### src/rtl/afe_serial_prog.sv
// afe_serial_prog: programs the AFE gain and offset registers over a 3-wire
// serial link (sclk / sdata / active-low sload). The current settings are
// compared with shadow copies of the last values sent, and a 16-bit frame
// {1'b0, addr[2:0], 3'b000, data[8:0]} goes out MSB first for each mismatch.
// Gain is sent before offset.
//
// Frame timing, in SCLK half-periods of SCLK_DIV clocks each:
//   LOAD  : 1 half  (sload low, sclk low, sdata = bit 15)
//   SHIFT : 32 halves, 16 x (sclk high, sclk low). sdata moves to the next
//           bit on each falling edge. On the falling edge after the 16th high
//           half, sload rises and sdata returns to 0; that last low half
//           closes the frame.
//   GAP   : 2 halves (sload high, sclk low)
// The total is 35 half-periods. GAP goes straight to LOAD if a write is
// still pending.
//
// Optional feature macro AFE_SCAN_GATE_EN: when defined, scan_en is held low
// while a write is busy or pending. When undefined, scan_en is cont_en
// delayed by one cycle.
module afe_serial_prog #(
  parameter int unsigned SCLK_DIV  = 5,
  parameter logic [2:0]  GAIN_ADDR = 3'd2,
  parameter logic [2:0]  OFF_ADDR  = 3'd5
) (
  input  logic        clk_100M,
  input  logic        nrst,
  input  logic        cont_en,
  input  logic [15:0] cont_gain,
  input  logic [15:0] cont_off,
  output logic        afe_sclk,
  output logic        afe_sdata,
  output logic        afe_sload,
  output logic        scan_en,
  output logic        afe_busy,
  output logic        cfg_done
);

  localparam int unsigned HP_W    = 8;
  localparam int unsigned BIT_W   = 4;
  localparam int unsigned DATA_W  = 9;
  localparam int unsigned FRAME_W = 16;

  localparam logic [HP_W-1:0]   HP_LAST    = HP_W'(SCLK_DIV - 1);
  localparam logic [BIT_W-1:0]  BIT_LAST   = BIT_W'(FRAME_W - 1);
  localparam logic [DATA_W-1:0] SHADOW_RST = {DATA_W{1'b1}};

  typedef enum logic [1:0] {
    IDLE  = 2'd0,
    LOAD  = 2'd1,
    SHIFT = 2'd2,
    GAP   = 2'd3
  } state_e;

  state_e               state_q, state_d;
  logic [HP_W-1:0]      hp_cnt_q, hp_cnt_d;
  logic [BIT_W-1:0]     bit_cnt_q, bit_cnt_d;
  logic                 phase_q, phase_d;
  logic [FRAME_W-1:0]   shift_q, shift_d;
  logic [DATA_W-1:0]    sent_gain_q, sent_gain_d;
  logic [DATA_W-1:0]    sent_off_q, sent_off_d;
  logic                 sclk_q, sclk_d;
  logic                 sdata_q, sdata_d;
  logic                 sload_q, sload_d;
  logic                 busy_q, busy_d;
  logic                 done_q, done_d;
  logic                 scan_en_q, scan_en_d;

  logic                 pend_gain_c;
  logic                 pend_off_c;
  logic                 pend_any_c;
  logic                 hp_end_c;
  logic                 start_frame_c;
  logic [FRAME_W-1:0]   frame_c;
  logic                 unused_upper;

  // Only bits [8:0] of the settings are used.
  assign unused_upper = ^{cont_gain[15:9], cont_off[15:9]};

  // Pending-write detection against the shadow copies of the last sent values.
  assign pend_gain_c = (cont_gain[DATA_W-1:0] != sent_gain_q);
  assign pend_off_c  = (cont_off[DATA_W-1:0]  != sent_off_q);
  assign pend_any_c  = pend_gain_c | pend_off_c;
  assign hp_end_c    = (hp_cnt_q == HP_LAST);

  // Frame to launch next: gain takes priority over offset.
  assign frame_c = pend_gain_c ? {1'b0, GAIN_ADDR, 3'b000, cont_gain[DATA_W-1:0]}
                               : {1'b0, OFF_ADDR,  3'b000, cont_off[DATA_W-1:0]};

  // Scan enable: plain one-cycle delay, or gated by write activity.
`ifdef AFE_SCAN_GATE_EN
  assign scan_en_d = cont_en & ~busy_q & ~pend_gain_c & ~pend_off_c;
`else
  assign scan_en_d = cont_en;
`endif

  // Next-state, serial-line and shadow-register logic.
  always_comb begin
    state_d       = state_q;
    bit_cnt_d     = bit_cnt_q;
    phase_d       = phase_q;
    shift_d       = shift_q;
    sent_gain_d   = sent_gain_q;
    sent_off_d    = sent_off_q;
    sclk_d        = sclk_q;
    sdata_d       = sdata_q;
    sload_d       = sload_q;
    busy_d        = busy_q;
    done_d        = 1'b0;
    start_frame_c = 1'b0;

    // Half-period counter: held at zero in IDLE, so LOAD always starts at 0.
    if ((state_q == IDLE) || hp_end_c) begin
      hp_cnt_d = '0;
    end else begin
      hp_cnt_d = hp_cnt_q + HP_W'(1);
    end

    case (state_q)
      IDLE: begin
        if (pend_any_c) begin
          start_frame_c = 1'b1;
        end
      end

      LOAD: begin
        if (hp_end_c) begin
          state_d   = SHIFT;
          phase_d   = 1'b0;
          bit_cnt_d = '0;
          sclk_d    = 1'b1;
        end
      end

      SHIFT: begin
        if (hp_end_c) begin
          if (!phase_q) begin
            // Falling edge: present the next bit, or close the frame.
            phase_d = 1'b1;
            sclk_d  = 1'b0;
            if (bit_cnt_q == BIT_LAST) begin
              sload_d = 1'b1;
              sdata_d = 1'b0;
            end else begin
              sdata_d = shift_q[FRAME_W-2];
              shift_d = {shift_q[FRAME_W-2:0], 1'b0};
            end
          end else if (bit_cnt_q == BIT_LAST) begin
            state_d = GAP;
            phase_d = 1'b0;
          end else begin
            // Rising edge: the AFE samples the bit now on sdata.
            phase_d   = 1'b0;
            sclk_d    = 1'b1;
            bit_cnt_d = bit_cnt_q + BIT_W'(1);
          end
        end
      end

      GAP: begin
        if (hp_end_c) begin
          if (!phase_q) begin
            phase_d = 1'b1;
          end else if (pend_any_c) begin
            start_frame_c = 1'b1;
          end else begin
            state_d = IDLE;
            phase_d = 1'b0;
            busy_d  = 1'b0;
            done_d  = 1'b1;
          end
        end
      end

      default: begin
        state_d = IDLE;
      end
    endcase

    // Frame launch: capture the frame and update the matching shadow register.
    if (start_frame_c) begin
      state_d   = LOAD;
      phase_d   = 1'b0;
      bit_cnt_d = '0;
      sclk_d    = 1'b0;
      sload_d   = 1'b0;
      busy_d    = 1'b1;
      shift_d   = frame_c;
      sdata_d   = frame_c[FRAME_W-1];
      if (pend_gain_c) begin
        sent_gain_d = cont_gain[DATA_W-1:0];
      end else begin
        sent_off_d = cont_off[DATA_W-1:0];
      end
    end
  end

  // State and output registers. Reset aborts any frame with sload high.
  always_ff @(posedge clk_100M or negedge nrst) begin
    if (!nrst) begin
      state_q     <= IDLE;
      hp_cnt_q    <= '0;
      bit_cnt_q   <= '0;
      phase_q     <= 1'b0;
      shift_q     <= '0;
      sent_gain_q <= SHADOW_RST;
      sent_off_q  <= SHADOW_RST;
      sclk_q      <= 1'b0;
      sdata_q     <= 1'b0;
      sload_q     <= 1'b1;
      busy_q      <= 1'b0;
      done_q      <= 1'b0;
      scan_en_q   <= 1'b0;
    end else begin
      state_q     <= state_d;
      hp_cnt_q    <= hp_cnt_d;
      bit_cnt_q   <= bit_cnt_d;
      phase_q     <= phase_d;
      shift_q     <= shift_d;
      sent_gain_q <= sent_gain_d;
      sent_off_q  <= sent_off_d;
      sclk_q      <= sclk_d;
      sdata_q     <= sdata_d;
      sload_q     <= sload_d;
      busy_q      <= busy_d;
      done_q      <= done_d;
      scan_en_q   <= scan_en_d;
    end
  end

  assign afe_sclk  = sclk_q;
  assign afe_sdata = sdata_q;
  assign afe_sload = sload_q;
  assign afe_busy  = busy_q;
  assign cfg_done  = done_q;
  assign scan_en   = scan_en_q;

endmodule

### config.mk
export PLATFORM = sky130hd
export DESIGN_NAME = afe_serial_prog
export DESIGN_NICKNAME = d
export VERILOG_FILES = /design/src/rtl/afe_serial_prog.sv
export SDC_FILE = /design/constraint.sdc
export NUM_CORES = 1
export LEC_CHECK = 0
export BUFFER_PORTS_ARGS = -buffer_cell sky130_fd_sc_hd__buf_2
export CAP_MARGIN = 20
export CORE_MARGIN = 1
export CORE_UTILIZATION = 44
export CTS_CLUSTER_DIAMETER = 60
export CTS_CLUSTER_SIZE = 12
export DETAILED_ROUTE_END_ITERATION = 16
export PLACE_DENSITY = 0.73
export SLEW_MARGIN = 20
export SYNTH_ARGS = -nofsm -noshare
export SYNTH_HDL_FRONTEND = slang
export SYNTH_SLANG_ARGS = --single-unit
export TNS_END_PERCENT = 5
### constraint.sdc
create_clock -name clk_100M -period 5.7 [get_ports clk_100M]
set_input_delay 0 -clock clk_100M [delete_from_list [all_inputs] [get_ports clk_100M]]
set_output_delay 0 -clock clk_100M [all_outputs]
set_load 0.02 [all_outputs]
; ---- Word-level counts from Yosys, hierarchy flattened
; Cells that the tools add are included.
[word_totals]
in_bits = 35
word_cells = 113
ff_bits = 54
[op_classes]
n_eq_ne = 19
n_reduce_logical = 19
n_bitwise = 2
mux = 58
add_sub_neg = 2
[op_table]
columns = cell, count
row1 = $mux 15, 6
row2 = $mux 1, 33
row3 = $ne 3x3->1 const B, 8
row4 = $mux 4, 5
row5 = $reduce_and 4->1, 5
row6 = $ne 9x9->1, 2
row7 = $mux 2, 8
row8 = $reduce_bool 2->1, 5
row9 = $add 8x1->8 const B, 1
row10 = $eq 8x3->1 const B, 1
row11 = $mux 8, 1
row12 = $pmux 4 s2, 1
row13 = $reduce_and 8->1, 1
row14 = $pmux 2 s3, 1
row15 = $reduce_and 5->1, 1
row16 = $add 4x1->4 const B, 1
row17 = $eq 2x2->1 const B, 2
row18 = $eq 4x4->1 const B, 1
row19 = $ne 2x1->1 const B, 2
row20 = $ne 4x4->1 const B, 1
row21 = $pmux 1 s2, 2
row22 = $reduce_and 2->1, 2
row23 = $reduce_bool 4->1, 1
row24 = $pmux 1 s3, 1
row25 = 8 further kinds, 8

; ---- Logic depth before layout (Yosys ltp)
; Gate-level depths: netlist of the first run.
[logic_depth]
depth_word = 8
mapped_depth = 10
ltp_nobuf = 8

; ---- Worst setup path before layout of the first run
; No wires, ideal clock.
[synth_path]
path_type = reg-to-reg
from = register hp_cnt_q[0]
to = register sent_off_q[2]
setup_time_ps = 82
path_slack_ps = 3780
arrival_time_ps = 1838
required_ps = 5618
stages_incl_launch_ff = 9
cell_sequence = dfrtp_1 -> inv_1 -> ha_1 -> nor4b_4 -> and2_4 -> a21oi_2 -> nor3b_2 -> buf_4 -> mux2_2
[synth_via]
elab_chain_len = 4
[synth_lines]
columns = item, line
row1 = from (decl), 55  ; logic [HP_W-1:0] hp_cnt_q, hp_cnt_d;
row2 = from (signal assigned), 215  ; hp_cnt_q <= hp_cnt_d;
row3 = $eq 8x3->1, 83  ; assign hp_end_c = (hp_cnt_q == HP_LAST);
row4 = $mux 1, 160  ; if (hp_end_c) begin
row5 = $pmux 1 s2, 118  ; case (state_q)
row6 = $reduce_and 2->1 (no line), --
row7 = to (signal assigned), 220  ; sent_off_q <= sent_off_d;
row8 = to (decl), 60  ; logic [DATA_W-1:0] sent_off_q, sent_off_d;
; No other way between the ends.
; A chain may end at the register's enable or synchronous reset.

; ---- Final worst setup path of the first run
[layout_path]
from = register hp_cnt_q[0]
to = register shift_q[2]
[layout_via]
elab_chain_len = 5
elab_cells_between_ends = 9
cone_classes = eq/ne: 3 / mux: 3 / reduce/logical: 3
[layout_lines]
columns = item, line
row1 = $eq 8x3->1 (*), 83
row2 = $mux 1, 160
row3 = $pmux 1 s2, 118
row4 = $ne 2x2->1 (no line) (tied with other cells), --
row5 = $reduce_and 4->1 (no line), --
row6 = to (signal assigned), 218  ; shift_q <= shift_d;
row7 = to (decl), 58  ; logic [FRAME_W-1:0] shift_q, shift_d;
; Mark *: on every way between the ends. The rest lies on a longest branch, timed or not.

==> results of run 1 <==
-- synthesized netlist by cell type (5+ instances only) --
cell type / instances / area [um^2]
dfrtp_1: 35 / 876
xor2_1: 9 / 78.8
ha_1: 8 / 100
xnor2_1: 15 / 131
buf_6: 5 / 56.3
inv_1: 9 / 33.8
nand2_1: 51 / 191
o21ai_0: 15 / 75.1
nor2_1: 33 / 124
a21oi_1: 16 / 80.1
nand3_1: 11 / 55.1
dfstp_2: 19 / 499
o31ai_1: 9 / 67.6
mux2_2: 9 / 101
o221ai_1: 7 / 61.3
-- worst min-delay path by stage --
stage,startpoint,endpoint,slack [ps],cells after the start
global route,cont_en,scan_en,310,2
floorplan,nrst,afe_busy,-300,0
detailed placement,cont_en,scan_en,110,1
finish,cont_en,scan_en,310,2
global placement,cont_en,scan_en,110,1
CTS,cont_en,scan_en,310,2
-- per-layer routing --
metal	up-vias	routed length (um)	GRT usage, %	share of wire, %
li1	1137	-	-	-
met1	1132	2910	24.1	48
met2	48	2920	29.6	48
met3	9	207	3.34	3.4
met4	0	88	5.02	1.4
met5	-	0	0	0
-- metrics by stage --
step / std cells / util (%) / setup slack, ps
6_report: 425 / 52.9 / 2870
4_1_cts: 425 / 52.9 / 2860
3_3_place_gp: 397 / 48.4 / 2970
3_5_place_dp: 397 / 48.4 / 2880
2_1_floorplan: 306 / - / 3780
5_1_grt: 425 / 52.9 / 2600
-- final cells by class --
cell class	count	area, um^2
Fill cell	565	3030
Multi-Input combinational cell	229	1460
Sequential cell	54	1380
Timing Repair Buffer	48	345
Tap cell	77	96.3
Clock buffer	5	68.8
Inverter	9	33.8
Clock inverter	3	18.8
-- logic make-up after synthesis --
group	share of synthesized area, %
adder cells (fa/ha/maj)	3.37
XOR/XNOR	7.07
multiplexers	4.42
buffers and inverters	4.67
AND/OR/NAND/NOR	19.7
flip-flops	46.3
AO/OA/AOI/OAI	14.5
-- registers in the layout (all words and copies together), names as in the netlist --
register     cells
afe_sclk         1
hp_cnt_q         8
afe_sdata        1
shift_q         15
afe_busy         1
cfg_done         1
bit_cnt_q        4
phase_q          1
sent_off_q       9
afe_sload        1
state_q          2
sent_gain_q      9
scan_en          1
-- critical path, delay by kind of cell (launching register included) --
family	cells	cell delay, ps
AOI/OAI and AO/OA	3	1100
adders and majority gates	1	200
buffers and inverters	1	60
DFF	1	450
and+or+nand+nor	3	920
-- what timing repair did --
item / 4_1_cts / 5_1_grt
hold buffers: 20 / 0
resized for setup: 0 / 0
endpoints found under the hold margin: 55 / 0
-- power groups by stage --
stage          Sequential [W]  Clock [W]  Combinational (W)
4_1_cts              0.000547   0.000225           0.000365
3_5_place_dp         0.000554          0           0.000353
2_1_floorplan        0.000544          0           0.000270
6_report             0.000549   0.000219           0.000362
5_1_grt              0.000560   0.000238           0.000416
3_3_place_gp         0.000549          0           0.000336
==> out/results.tsv, run 1 <==
metric	value	unit
io_pins	41	
wl_per_cell	14.4	um
synthArstFlopShare	100	%
p_switching	0.000411	W
portBuffers	26	
coreArea	0.00642	mm^2
grt_pass1_vias	2185	
final_nets	390	
diodes	0	
grt_antenna_before_repair	0	
ys_ff_latch	54	
clock_skew	11.5	ps
cp-end-kind	flop	
p_per_area	333	mW/mm^2
layout_common_cells	51 x nand2_1, 35 x dfrtp_1, 33 x nor2_1	
arrival	3070	ps
gp_congestion	0.818	
worstSetupPathType	flop to flop	
final_common_cell	nand2_1	
clock_tree.buffer_depth	2	
grt_pass1_wl	10200	um
die-area	0.00709	mm^2
max_freq	354	MHz
postPlaceCellArea	0.00311	mm^2
total_power	0.00113	W
sw_frac_of_total	36.4	%
drive_gt1_share	21.3	%
die_y	84.2	um
synth_top_flop_cell	dfrtp_1	
synth_cells	306	
syn_to_final_growth	14.3	%
r2r-start	hp_cnt_q[0]	
start_kind	flop	
drc	2	
ys_types	45	
tns	0	ps
post_cts_buffers	0	
avgSynthCellArea	9.72	um^2
finalCritPeriodShare	49.6	%
vias	2326	
synth_edf_count	0	
finalWirelength	6120	um
fp-row-count	29	
initial_core_util	46.3	%
htree_num_levels	2	
power_leakage	1.49	nW
r2r_slack	2870	ps
violations	DRC	
cts_tree	done	
critPathMaxStageDelay	750	ps
crit_fanout	21	
ant_nets	0	
ff2ff_path_depth	8	
crit_path_end	shift_q[2]	
synth_area	0.00297	mm^2
period_needed	2830	ps
r2r_end	shift_q[2]	
pwr-share-clk	19.4	%
ys_warn_count	0	
cts-root-buf	clkbuf_8	
slowest_stage	a21oi_2	
hp-class	primary input to flop	
clock_latency	320	ps
cts_made_buffers	5	
maxCapViolCount	0	
p_int	0.000719	W
overflow	0	
die_w	84.2	um
syn_nets	349	
cp-startpoint	hp_cnt_q[0]	
slew_viol_final	0	
hold_viol	0	
pwr-share-seq	48.5	%
final_cell_area	0.00340	mm^2
worst_hold_slack	311	ps
tightest_slew	950	ps
critPathRequiredTime	5940	ps
setup_viol_count_final	0	
drt_iter0_drc	219	
ir_worst_vdd	0.151	mV
yosysSeqAreaShare	46.3	%
p_comb_share	32.1	%
dp_hpwl	3920	um
clk_pin_slew_worst_paths	100	ps
grt_usage	17.9	%
grt_max_degree	55	
slew_headroom	36.7	%
status	complete, but fails checks	
vias_per_cell	5.47	
clock-sinks	54	
rsz0062_at_grt	false	
path_cells	inv_1 > ha_1 > nor4b_4 > and2_4 > a21oi_2 > or2_1 > o221ai_1 > a21oi_1	
firstDrtPassIters	10	
No activity file was read; power rests on OpenSTA's default activity.
==> inputs of run 2 (changes only) <==
clock period = 2.9 ns   (was 5.7 ns; I/O delays follow)
==> run 2 against run 1 <==
Compared with the run above:
- the flow still finishes with violations (DRC)
- clock skew fell by 2.3 ps
- cell area rose by 2.7%
- largest power group unchanged
- non-clock buffer count rose by 8
- critical endpoint is now shift_q[13]
- total power increased by 110%
==> out/results.tsv, run 2 (synthesis results as in run 1) <==
metric	value	unit
final_common_cell	nand2_1	
die_y	84.2	um
start_kind	flop	
ir_worst_vdd	0.351	mV
drt_iter0_drc	278	
portBuffers	26	
io_pins	41	
cts_tree	done	
dp_hpwl	4310	um
crit_fanout	20	
finalWirelength	6180	um
die_w	84.2	um
critPathMaxStageDelay	620	ps
gp_congestion	0.841	
cts-root-buf	clkbuf_8	
slew_viol_final	0	
power_leakage	1.53	nW
coreArea	0.00642	mm^2
drive_gt1_share	23.0	%
crit_path_frequent_cell	a21oi_2	
clock_tree.buffer_depth	2	
tns	0	ps
hold_viol	0	
top_register	shift_q	
slowest_stage	a21oi_2	
status	complete, but fails checks	
cp-end-kind	flop	
max_freq	413	MHz
syn_to_final_growth	17.4	%
fp-row-count	29	
arrival	2580	ps
die-area	0.00709	mm^2
vias_per_cell	5.48	
clock_skew	9.20	ps
maxCapViolCount	0	
rsz0062_at_grt	false	
period_needed	2420	ps
ant_nets	0	
clock_latency	310	ps
clock-sinks	54	
grt_pass1_wl	10500	um
overflow	0	
htree_num_levels	2	
tightest_slew	822	ps
drc	2	
critPathRequiredTime	3060	ps
grt_antenna_before_repair	0	
cts_made_buffers	5	
initial_core_util	46.3	%
layout_common_cells	51 x nand2_1, 35 x dfrtp_1, 33 x nor2_1	
worstSetupPathType	flop to flop	
firstDrtPassIters	10	
cts_resized	0	
setup_viol_count_final	0	
violations	DRC	
path_cells	inv_1 > ha_1 > nor4b_4 > and2_4 > a21oi_2 > buf_4 > a21oi_2 > o21ai_0	
final_nets	398	
largest_reg_flops	15	
diodes	0	
grt_max_degree	50	
slew_headroom	45.2	%
p_per_area	667	mW/mm^2
total_power	0.00233	W
vias	2374	
wl_per_cell	14.3	um
grt_usage	18.4	%
finalCritPeriodShare	83.5	%
grt_pass1_vias	2216	
clk_pin_slew_worst_paths	100	ps
top_regs	shift_q: 15 flops, sent_gain_q: 9 flops, sent_off_q: 9 flops	
hp-class	primary input to asynchronous set/reset pin	
run 2: cell count changes in the layout (fill, tap and decap cells not counted), sizes merged:
cell and change:
buf +8, clkinv -2, bufinv +1, clkinvlp +1
run 2: power breakdown:
group	total, W	internal [W]	switching [W]
combinational	0.000722	0.000329	0.000392
sequential	0.00108	0.000921	0.000157
clock	0.000526	0.000263	0.000263
run 2: through the flow:
step | hold slack (ps) | std cells | worst slack (ps) | cell area, um^2 | util (%)
CTS | 0.236 | 432 | 454 | 3480 | 54.1
floorplan | -296 | 306 | 980 | 2970 | -
detailed placement | 109 | 405 | 468 | 3170 | 49.3
global placement | 109 | 405 | 529 | 3170 | 49.3
finish | 261 | 433 | 479 | 3490 | 54.3
global route | 298 | 433 | 213 | 3490 | 54.3
run 2: timing repair:
action,CTS,global route
buffers inserted,0,0
hold endpoints to repair,54,1
hold buffers,19,1
run 2: cell type report:
cell class                 instances  area, um^2
clock buffer                       5        68.8
tap                               77        96.3
clock inverter                     3        48.8
fill                             566        2930
timing repair buffer              56         408
inverter                           9        33.8
multi-input combinational        229        1460
sequential                        54        1380
run 2: worst max-delay path: cells and delay by family (launching register included):
family,cells,cell delay [ps]
fa+ha+maj,1,140
compound gates,3,910
flops,1,440
simple gates,2,490
buf+inv,2,280
run 2: path summary, 6_finish.rpt:
path,endpoint,slack (ps),cells past startpoint,start
worst max-delay path,shift_q[13],480,8,hp_cnt_q[0]
worst min-delay path,shift_q[6],260,2,nrst
worst max register to register,shift_q[13],480,8,hp_cnt_q[0]
worst min register to register,sent_gain_q[1],470,2,sent_gain_q[1]
max in group asynchronous,sent_gain_q[1],2010,3,nrst
min in group clk_100M,scan_en,320,2,cont_en
run 2: per-layer routing:
metal | vias to the layer above | wire [um] | GRT usage, %
met4 | 0 | 71 | 5.96
met5 | - | 0 | 0
li1 | 1153 | - | -
met3 | 6 | 191 | 2.46
met2 | 53 | 3040 | 30.1
met1 | 1162 | 2880 | 25.4
